## src/rtl/ltc2195_spi_responder.sv

```systemverilog
// LTC2195 serial-port responder: decodes 16-bit SPI words in the clk_in domain
// and holds the A1-A4 configuration registers, with readback on spi_sdo_out.
module ltc2195_spi_responder #(
  parameter int unsigned SYNC_STAGES = 2,
  parameter logic [7:0]  A1_DEFAULT  = 8'h00,
  parameter logic [7:0]  A2_DEFAULT  = 8'h00,
  parameter logic [7:0]  A3_DEFAULT  = 8'h00,
  parameter logic [7:0]  A4_DEFAULT  = 8'h00
) (
  input  logic       clk_in,
  input  logic       rst_n_in,
  input  logic       spi_scs_in,
  input  logic       spi_sck_in,
  input  logic       spi_sdi_in,
  output logic       spi_sdo_out,
  output logic [7:0] cfg_a1_out,
  output logic [7:0] cfg_a2_out,
  output logic [7:0] cfg_a3_out,
  output logic [7:0] cfg_a4_out,
  output logic       wr_stb_out,
  output logic [6:0] wr_addr_out,
  output logic       soft_rst_out,
  output logic       xfer_err_out
);

  typedef enum logic [1:0] {StIdle, StCmd, StData, StDone} state_e;

  localparam logic [3:0][7:0] CfgDefault = {A4_DEFAULT, A3_DEFAULT, A2_DEFAULT, A1_DEFAULT};

  logic [SYNC_STAGES-1:0] scs_sync_q, scs_sync_d, sck_sync_q, sck_sync_d;
  logic [SYNC_STAGES-1:0] sdi_sync_q, sdi_sync_d;
  logic       scs_prev_q, scs_prev_d, sck_prev_q, sck_prev_d;
  state_e     state_q, state_d;
  logic [7:0] byte_q, byte_d;
  logic [4:0] cnt_q, cnt_d;
  logic       rw_q, rw_d;
  logic [6:0] addr_q, addr_d;
  logic [7:0] rd_q, rd_d;
  logic       sdo_q, sdo_d;
  logic       commit_q, commit_d;
  logic [7:0] cdata_q, cdata_d;
  logic [3:0][7:0] cfg_q, cfg_d;
  logic       wr_stb_q, wr_stb_d, soft_rst_q, soft_rst_d, xfer_err_q, xfer_err_d;
  logic [6:0] wr_addr_q, wr_addr_d;

  logic       scs_s, sck_s, sdi_s;
  logic       sck_rise, sck_fall, scs_rise, scs_fall;
  logic [7:0] byte_in, rd_sel;

  always_comb begin
    scs_sync_d = {scs_sync_q[SYNC_STAGES-2:0], spi_scs_in};
    sck_sync_d = {sck_sync_q[SYNC_STAGES-2:0], spi_sck_in};
    sdi_sync_d = {sdi_sync_q[SYNC_STAGES-2:0], spi_sdi_in};
    scs_s      = scs_sync_q[SYNC_STAGES-1];
    sck_s      = sck_sync_q[SYNC_STAGES-1];
    sdi_s      = sdi_sync_q[SYNC_STAGES-1];
    scs_prev_d = scs_s;
    sck_prev_d = sck_s;
    sck_rise   = sck_s & ~sck_prev_q;
    sck_fall   = ~sck_s & sck_prev_q;
    scs_rise   = scs_s & ~scs_prev_q;
    scs_fall   = ~scs_s & scs_prev_q;
  end

  // Bits land MSB first by position, so the byte is complete on the 8th/16th rise.
  always_comb begin
    byte_in = byte_q;
    byte_in[3'd7 - cnt_q[2:0]] = sdi_s;
    rd_sel = 8'h00;
    for (int i = 0; i < 4; i++) begin
      if (byte_in[6:0] == 7'(i + 1)) rd_sel = cfg_q[i];
    end
  end

  always_comb begin
    state_d    = state_q;
    byte_d     = byte_q;
    cnt_d      = cnt_q;
    rw_d       = rw_q;
    addr_d     = addr_q;
    rd_d       = rd_q;
    sdo_d      = sdo_q;
    commit_d   = 1'b0;
    cdata_d    = cdata_q;
    xfer_err_d = 1'b0;
    unique case (state_q)
      StIdle: begin
        sdo_d = 1'b0;
        if (scs_fall) begin
          state_d = StCmd;
          byte_d  = 8'h00;
          cnt_d   = 5'd0;
        end
      end
      StCmd: begin
        if (scs_rise) begin
          state_d    = StIdle;
          xfer_err_d = (cnt_q != 5'd0);
        end else if (sck_rise) begin
          byte_d = byte_in;
          cnt_d  = cnt_q + 5'd1;
          if (cnt_q == 5'd7) begin
            rw_d    = byte_in[7];
            addr_d  = byte_in[6:0];
            rd_d    = byte_in[7] ? rd_sel : 8'h00;
            state_d = StData;
          end
        end
      end
      StData: begin
        // A 16th rise coinciding with SCS rise still completes the word.
        if (sck_rise && cnt_q == 5'd15) begin
          byte_d   = byte_in;
          cnt_d    = 5'd16;
          commit_d = ~rw_q;
          cdata_d  = byte_in;
          state_d  = scs_rise ? StIdle : StDone;
        end else if (scs_rise) begin
          state_d    = StIdle;
          xfer_err_d = 1'b1;
        end else begin
          if (sck_rise) begin
            byte_d = byte_in;
            cnt_d  = cnt_q + 5'd1;
          end
          if (sck_fall) begin
            sdo_d = rd_q[7];
            rd_d  = {rd_q[6:0], 1'b0};
          end
        end
      end
      StDone: begin
        if (scs_rise) state_d = StIdle;
      end
      default: state_d = StIdle;
    endcase
    if (scs_s) sdo_d = 1'b0;
  end

  always_comb begin
    cfg_d      = cfg_q;
    wr_stb_d   = 1'b0;
    wr_addr_d  = wr_addr_q;
    soft_rst_d = 1'b0;
    if (commit_q) begin
      if (addr_q == 7'd0) begin
        if (cdata_q[7]) begin
          soft_rst_d = 1'b1;
          cfg_d      = CfgDefault;
        end
      end else if (addr_q <= 7'd4) begin
        wr_stb_d  = 1'b1;
        wr_addr_d = addr_q;
        for (int i = 0; i < 4; i++) begin
          if (addr_q == 7'(i + 1)) cfg_d[i] = cdata_q;
        end
      end
    end
  end

  always_ff @(posedge clk_in or negedge rst_n_in) begin
    if (!rst_n_in) begin
      scs_sync_q <= '1;
      sck_sync_q <= '0;
      sdi_sync_q <= '0;
      scs_prev_q <= 1'b1;
      sck_prev_q <= 1'b0;
      state_q    <= StIdle;
      byte_q     <= 8'h00;
      cnt_q      <= 5'd0;
      rw_q       <= 1'b0;
      addr_q     <= 7'd0;
      rd_q       <= 8'h00;
      sdo_q      <= 1'b0;
      commit_q   <= 1'b0;
      cdata_q    <= 8'h00;
      cfg_q      <= CfgDefault;
      wr_stb_q   <= 1'b0;
      wr_addr_q  <= 7'd0;
      soft_rst_q <= 1'b0;
      xfer_err_q <= 1'b0;
    end else begin
      scs_sync_q <= scs_sync_d;
      sck_sync_q <= sck_sync_d;
      sdi_sync_q <= sdi_sync_d;
      scs_prev_q <= scs_prev_d;
      sck_prev_q <= sck_prev_d;
      state_q    <= state_d;
      byte_q     <= byte_d;
      cnt_q      <= cnt_d;
      rw_q       <= rw_d;
      addr_q     <= addr_d;
      rd_q       <= rd_d;
      sdo_q      <= sdo_d;
      commit_q   <= commit_d;
      cdata_q    <= cdata_d;
      cfg_q      <= cfg_d;
      wr_stb_q   <= wr_stb_d;
      wr_addr_q  <= wr_addr_d;
      soft_rst_q <= soft_rst_d;
      xfer_err_q <= xfer_err_d;
    end
  end

  assign spi_sdo_out  = sdo_q;
  assign cfg_a1_out   = cfg_q[0];
  assign cfg_a2_out   = cfg_q[1];
  assign cfg_a3_out   = cfg_q[2];
  assign cfg_a4_out   = cfg_q[3];
  assign wr_stb_out   = wr_stb_q;
  assign wr_addr_out  = wr_addr_q;
  assign soft_rst_out = soft_rst_q;
  assign xfer_err_out = xfer_err_q;

endmodule
```

## config.mk

```make
export PLATFORM = sky130hd
export DESIGN_NAME = ltc2195_spi_responder
export DESIGN_NICKNAME = d
export VERILOG_FILES = /design/src/rtl/ltc2195_spi_responder.sv
export SDC_FILE = /design/constraint.sdc
export NUM_CORES = 1
export LEC_CHECK = 0
export CAP_MARGIN = 20
export CORE_UTILIZATION = 25
export DETAILED_ROUTE_END_ITERATION = 8
export GPL_ROUTABILITY_DRIVEN = 0
export PLACE_DENSITY = 0.52
export SKIP_CTS_REPAIR_TIMING = 1
export SLEW_MARGIN = 20
export SYNTH_ARGS = -nofsm -noshare
export SYNTH_HDL_FRONTEND = slang
export SYNTH_SLANG_ARGS = --single-unit
```

## constraint.sdc

```tcl
create_clock -name clk_in -period 4.8 [get_ports clk_in]
set_input_delay 0.72 -clock clk_in [delete_from_list [all_inputs] [get_ports clk_in]]
set_output_delay 0.72 -clock clk_in [all_outputs]
set_load 0.05 [all_outputs]
```

# Yosys cells after proc, flatten, opt, wreduce, memory -nomap -nowiden
# Index checks and enable logic that the tools add are counted.
[totals]
ff_bits = 91
output_inout_bits = 43
wordCells = 145
in_bits = 5
[op_classes]
bitwise = 11
n_mux = 57
reduce_logical = 24
n_addsub = 2
n_eq_ne = 26
order_cmp = 3
[ops]
columns = ["cell", "n"]
rows = [
  ["2-to-1 mux 8 bit", 19],
  ["2-to-1 mux 32 bit", 3],
  ["equality test 7 x 2 -> 1 bit (second input constant)", 4],
  ["one-hot mux 8 bit (3 select lines)", 1],
  ["AND reduction 4 bit", 6],
  ["2-to-1 mux 5 bit", 4],
  ["2-to-1 mux 1 bit", 16],
  ["!= test 2 bit (second input constant)", 8],
  ["one-hot mux 8 bit (2 select lines)", 1],
  ["!= test 3 bit (second input constant)", 5],
  ["one-hot mux 5 bit (3 select lines)", 1],
  ["equality test 7 x 1 -> 1 bit (second input constant)", 2],
  ["equality test 7 x 3 -> 1 bit (second input constant)", 2],
  ["2-to-1 mux 2 bit", 7],
  ["nonzero test 2 bit", 6],
  ["bitwise mux 8 bit", 1],
  ["one-hot mux 2 bit (4 select lines)", 1],
  ["less-or-equal comparator 7 x 3 -> 1 bit (second input constant)", 1],
  ["logical NOT 7 bit", 1],
  ["inverter 1 bit", 7],
  ["AND reduction 7 bit", 1],
  ["AND reduction 3 bit", 2],
  ["nonzero test 3 bit", 2],
  ["adder 5 x 1 -> 5 bit (second input constant)", 1],
  ["other kinds (14)", 21],
]

# Logic depth before layout (Yosys ltp)
[depth]
depth_word = 16
depth_mapped = 9
mapped_depth_nobuf = 8

# Least setup slack after synthesis
# No wires, ideal clock.
[synth_path]
path_kind = "register to register"
startpoint = "register cnt_q[2]"
endpoint = "register byte_q[0]"
path_slack_ns = 2.687
path_buffers = 2
setup_time_ns = 0.086
arrival_ns = 2.026
required_ns = 4.714
period_less_slack_ns = 2.113
path_stages_with_launch = 10
path_cell_list = "dfrtp_1 > buf_2 > buf_2 > and3_1 > ha_1 > nand3b_1 > a21oi_1 > o31ai_2 > o21ba_2 > o22ai_1"
[synth_between]
elab_chain_cells = 10
elab_cells_between_ends = 13
classes_between = "add/sub (1); order compare (2); eq/ne (1); mux (7); reduce/logical (2)"
[synth_rtl]
columns = ["item", "line", "text"]
rows = [
  ["from (decl)", "35", "logic [4:0] cnt_q, cnt_d;"],
  ["from (signal assigned)", "190", "cnt_q <= cnt_d;"],
  ["subtractor 3 bit", "68", "byte_in[3'd7 - cnt_q[2:0]] = sdi_s;"],
  ["less-than comparator 3 x 4 -> 1 bit (implied by the code) or greater-or-equal comparator 3 x 1 -> 1 bit (tied branches)", "68", ""],
  ["logical AND 1 bit (implied by the code)", "68", ""],
  ["2-to-1 mux 1 bit (implied by the code)", "68", ""],
  ["demux 1 bit (select 3 bit)", "68", ""],
  ["bitwise mux 8 bit", "68", ""],
  ["2-to-1 mux 8 bit", "99, 122", ""],
  ["2-to-1 mux 8 bit", "96", "if (scs_rise) begin"],
  ["2-to-1 mux 8 bit", "112", "if (sck_rise && cnt_q == 5'd15) begin"],
  ["one-hot mux 8 bit (3 select lines) (*)", "86", "unique case (state_q)"],
  ["to (signal assigned)", "189", "byte_q <= byte_d;"],
  ["to (decl)", "34", "logic [7:0] byte_q, byte_d;"],
]
# Every way passes the cells marked *; elsewhere a longest branch is shown, timed or not.
# A chain may end at the register's enable or synchronous reset.

# Worst setup path after layout
[layout_path]
startpoint = "register cnt_q[1]"
endpoint = "register rd_q[1]"
[layout_between]
elab_chain_cells = 16
elab_cells_between_ends = 26
classes_between = "add/sub (1); order compare (2); eq/ne (8); mux (12); reduce/logical (3)"
[layout_rtl]
columns = ["item", "line", "text"]
rows = [
  ["subtractor 3 bit", "68", ""],
  ["less-than comparator 3 x 4 -> 1 bit (implied by the code) or greater-or-equal comparator 3 x 1 -> 1 bit (tied branches)", "68", ""],
  ["logical AND 1 bit (implied by the code)", "68", ""],
  ["2-to-1 mux 1 bit (implied by the code)", "68", ""],
  ["demux 1 bit (select 3 bit)", "68", ""],
  ["bitwise mux 8 bit", "68", ""],
  ["equality test 7 x 1 -> 1 bit", "71", "if (byte_in[6:0] == 7'(i + 1)) rd_sel = cfg_q[i];"],
  ["2-to-1 mux 8 bit (4 in a row)", "71", ""],
  ["2-to-1 mux 8 bit", "105", "rd_d = byte_in[7] ? rd_sel : 8'h00;"],
  ["2-to-1 mux 8 bit", "102", "if (cnt_q == 5'd7) begin"],
  ["2-to-1 mux 8 bit", "99", "end else if (sck_rise) begin"],
  ["2-to-1 mux 8 bit", "96", ""],
  ["one-hot mux 8 bit (2 select lines)", "86", ""],
  ["to (signal assigned)", "193", "rd_q <= rd_d;"],
  ["to (decl)", "38", "logic [7:0] rd_q, rd_d;"],
]
# Parallel ways exist; a longest one is shown, timed or not. The select of a mux whose other input is x is not followed.

==> results.toml <==
[outcome]
status = "completed"

[worst_hold_path]
hold_class = "reg2reg"
hold_depth = 0

[clock_tree]
numCtsBuffers = 9
cts.htree.levels = 3
clk_pin_slew_worst_paths_ns = 0.07
clkLatencyLatePin_ns = 0.35
clockBufferDepth = 2
cts_tree = "done"
cts.sinks = 91
clockRootBuffer = "clkbuf_16"

[die]
die_area_um2 = 18400
placementRows = 48
die_h_um = 136
core_um2 = 17400
start_util_pct = 25.7
die_w_um = 136
ios = 48

[critical_path]
crit_required_ns = 5.06
end_kind = "flip-flop"
startpoint_type = "flip-flop"
cp_max_fo = 22
arrival_ns = 3.03
r2r_cells = 6
worstSetupPathType = "reg2reg"

[power_and_ir_drop]
clockPowerShare_pct = 39.5
p_switching_w = 0.000482
powerDensity_nw_per_um2 = 310
power_leakage_nw = 2.35
power_frac_seq_pct = 47.1
p_int_w = 0.00121
peakVddDrop_mv = 0.160
power_w = 0.00169
pwr-share-comb_pct = 13.4
swShare_pct = 28.6

[logic_synthesis]
syn-num-nets = 422
postSynthAreaPerCell_um2 = 10.9
synth_cell_types = 59
netlist_instances = 410
synth_top_cell_area_share_pct = 49.2
ys.flop_type = "dfrtp_1"
synthArstFlopShare_pct = 100
synth_edf_count = 0
ys_ff_latch = 91
yosysTopAreaCell = "dfrtp_1"
ys_top_cells_by_area = "dfrtp_1, mux2_2, o21ai_0, nand2_1, and2_1"
syn_area_um2 = 4480
yosysSeqAreaShare_pct = 51.0
yosys_warnings = 0

[cells_and_area]
final_cells = 682
syn2layout_area_growth_pct = 21.5
fin_nets = 464
drive_gt1_share_pct = 16.2
fill_cells = 1756
seqCellArea_um2 = 2280
diodes = 0
multiInputGateArea_um2 = 2080

[placement]
place_hpwl_um = 7680
dp.cells = 666
io_buffers = 47

[timing]
finalSetupViolCount = 0
clock_skew_ns = 0.00726
fin_hold_ws_ns = 0.356
final_max_slew_viol_count = 0
rsz0062_at_grt = "false"
period_minus_slack_ns = 2.77
finalHoldViolations = 0
fmax_ghz = 0.361
fin_setup_tns_ns = 0
finalCritPeriodShare_pct = 57.6
relSlewSlack_pct = 30.8
tightest_slew_ns = 1.04

[route]
drtAntennaViolNets = 0
wirelength_um = 10900
first_pass_iters = 5
wl_met1_um = 5320
route.top_layer_used = "met4"
dr_total_vias = 3305
routed_via_density = 4.85
wl_met3_um = 381
drc_errors = 0
wl_met2_um = 4960
wire_per_inst_um = 15.9
drtIter0Drc = 197

[global_routing]
grtUsageTotal_pct = 12.7
grt_pass1_wl_um = 17800
grt_max_degree = 55
antenna_found_initial = 0
grt_overflow_total = 0
grt_pass1_vias = 3248

[flow_run]
cap_violations = 0
[final cells by class]
type / count / area share, %
clock inverter: 7 / 0.920
timing repair buffer: 48 / 8.74
tap: 225 / 5.17
multi-input combinational: 290 / 38.3
inverter: 12 / 0.828
sequential: 91 / 41.9
clock buffer: 9 / 4.14
[state kept, by name, summed over array words and instances, names as in the netlist]
register and cells:
cfg_a1_out 8, wr_addr_out 7, cfg_a3_out 8, rd_q 8
cnt_q 5, cfg_a2_out 8, sck_sync_q 2, state_q 2
cfg_a4_out 8, addr_q 7, byte_q 8, scs_prev_q 1
sdi_sync_q 2, wr_stb_out 1, soft_rst_out 1, sck_prev_q 1
scs_sync_q 2, xfer_err_out 1, cdata_q 8, commit_q 1
rw_q 1, spi_sdo_out 1
[Yosys cell counts, types with 2 or more instances]
cell and number:
a21boi_0 3, a21oi_1 6, a222oi_1 6, a22oi_1 3, and2_1 20, and3_1 2, and4b_1 2, buf_2 9
clkbuf_1 8, dfrtp_1 88, dfstp_2 3, ha_1 7, inv_1 12, mux2_2 37, mux2i_1 12, nand2_1 41
nand2_2 2, nand2b_1 6, nand3_1 10, nand3b_1 4, nand4_1 8, nor2_1 18, nor2b_1 5, nor3_1 6
nor3_2 2, nor3_4 2, nor3b_1 2, o2111ai_1 2, o211a_1 2, o211ai_1 9, o21ai_0 38, o22ai_1 2
o31a_1 2, o31ai_1 5, xnor2_1 2
[metrics by stage]
stage	area (um^2)	util [%]	worst slack, ns
after floorplan	4480	-	2.69
after global placement	5160	29.6	2.16
after detailed placement	5160	29.6	2.08
after CTS	5430	31.2	2.07
after global routing	5440	31.2	1.80
final	5440	31.2	2.03
[path summary, 6_finish.rpt]
check / from / endpoint / slack [ns]
worst min register to register: sck_sync_q[0]$_DFF_PN0_ / sck_sync_q[1]$_DFF_PN0_ / 0.36
worst min-delay path: sck_sync_q[0]$_DFF_PN0_ / sck_sync_q[1]$_DFF_PN0_ / 0.36
worst max register to register: cnt_q[1]$_DFFE_PN0P_ / rd_q[1]$_DFFE_PN0P_ / 2.03
max in group asynchronous: rst_n_in / rd_q[5]$_DFFE_PN0P_ / 3.40
min in group asynchronous: rst_n_in / sck_sync_q[0]$_DFF_PN0_ / 0.42
worst max-delay path: cnt_q[1]$_DFFE_PN0P_ / rd_q[1]$_DFFE_PN0P_ / 2.03
[critical path: stages (launching register included)]
cell and delay, ns:
dfrtp_1 0.75, ha_1 0.31, nand4bb_1 0.17, o31ai_1 0.30, nor4b_4 0.64, nand2_2 0.25, o211ai_1 0.25
[logic make-up (layout without fill, tap and decap cells)]
family / count (synthesis) / in the layout / share of synthesized area [%]
AOI/OAI and AO/OA: 93 / 93 / 14.4
xor gates and xnor gates: 2 / 2 / 0.391
adders and majority gates: 7 / 7 / 1.96
buffers and inverters: 29 / 76 / 2.68
DFF: 91 / 91 / 51.0
muxes: 49 / 49 / 12.0
and+or+nand+nor: 139 / 139 / 17.7
[power by group through the flow]
| stage | sequential [W] | combinational [W] | clock [W] |
|---|---|---|---|
| floorplan | 0.000800 | 0.000170 | 0 |
| global placement | 0.000808 | 0.000223 | 0 |
| detailed placement | 0.000809 | 0.000228 | 0 |
| CTS | 0.000795 | 0.000229 | 0.000687 |
| global route | 0.000797 | 0.000255 | 0.000722 |
| finish | 0.000795 | 0.000227 | 0.000667 |
[placed cells by master, fill, tap and decap left out, types with 6 or more instances in the layout]
cell type	count
dfrtp_1	88
clkdlybuf4s50_1	46
nand2_1	41
o21ai_0	38
mux2_2	37
and2_1	20
nor2_1	18
inv_1	12
mux2i_1	12
nand3_1	10
o211ai_1	9
clkbuf_16	9
nand4_1	8
ha_1	7
nand2b_1	6
nor3_1	6
a21oi_1	6
a222oi_1	6
[metal layers]
metal | vias to the layer above | GRT usage, %
met3 | 13 | 2.35
li1 | 1593 | -
met1 | 1636 | 17.6
met4 | 0 | 5.49
met5 | - | 0
met2 | 63 | 19.3
Note: power is estimated with default switching activity, not from simulation.
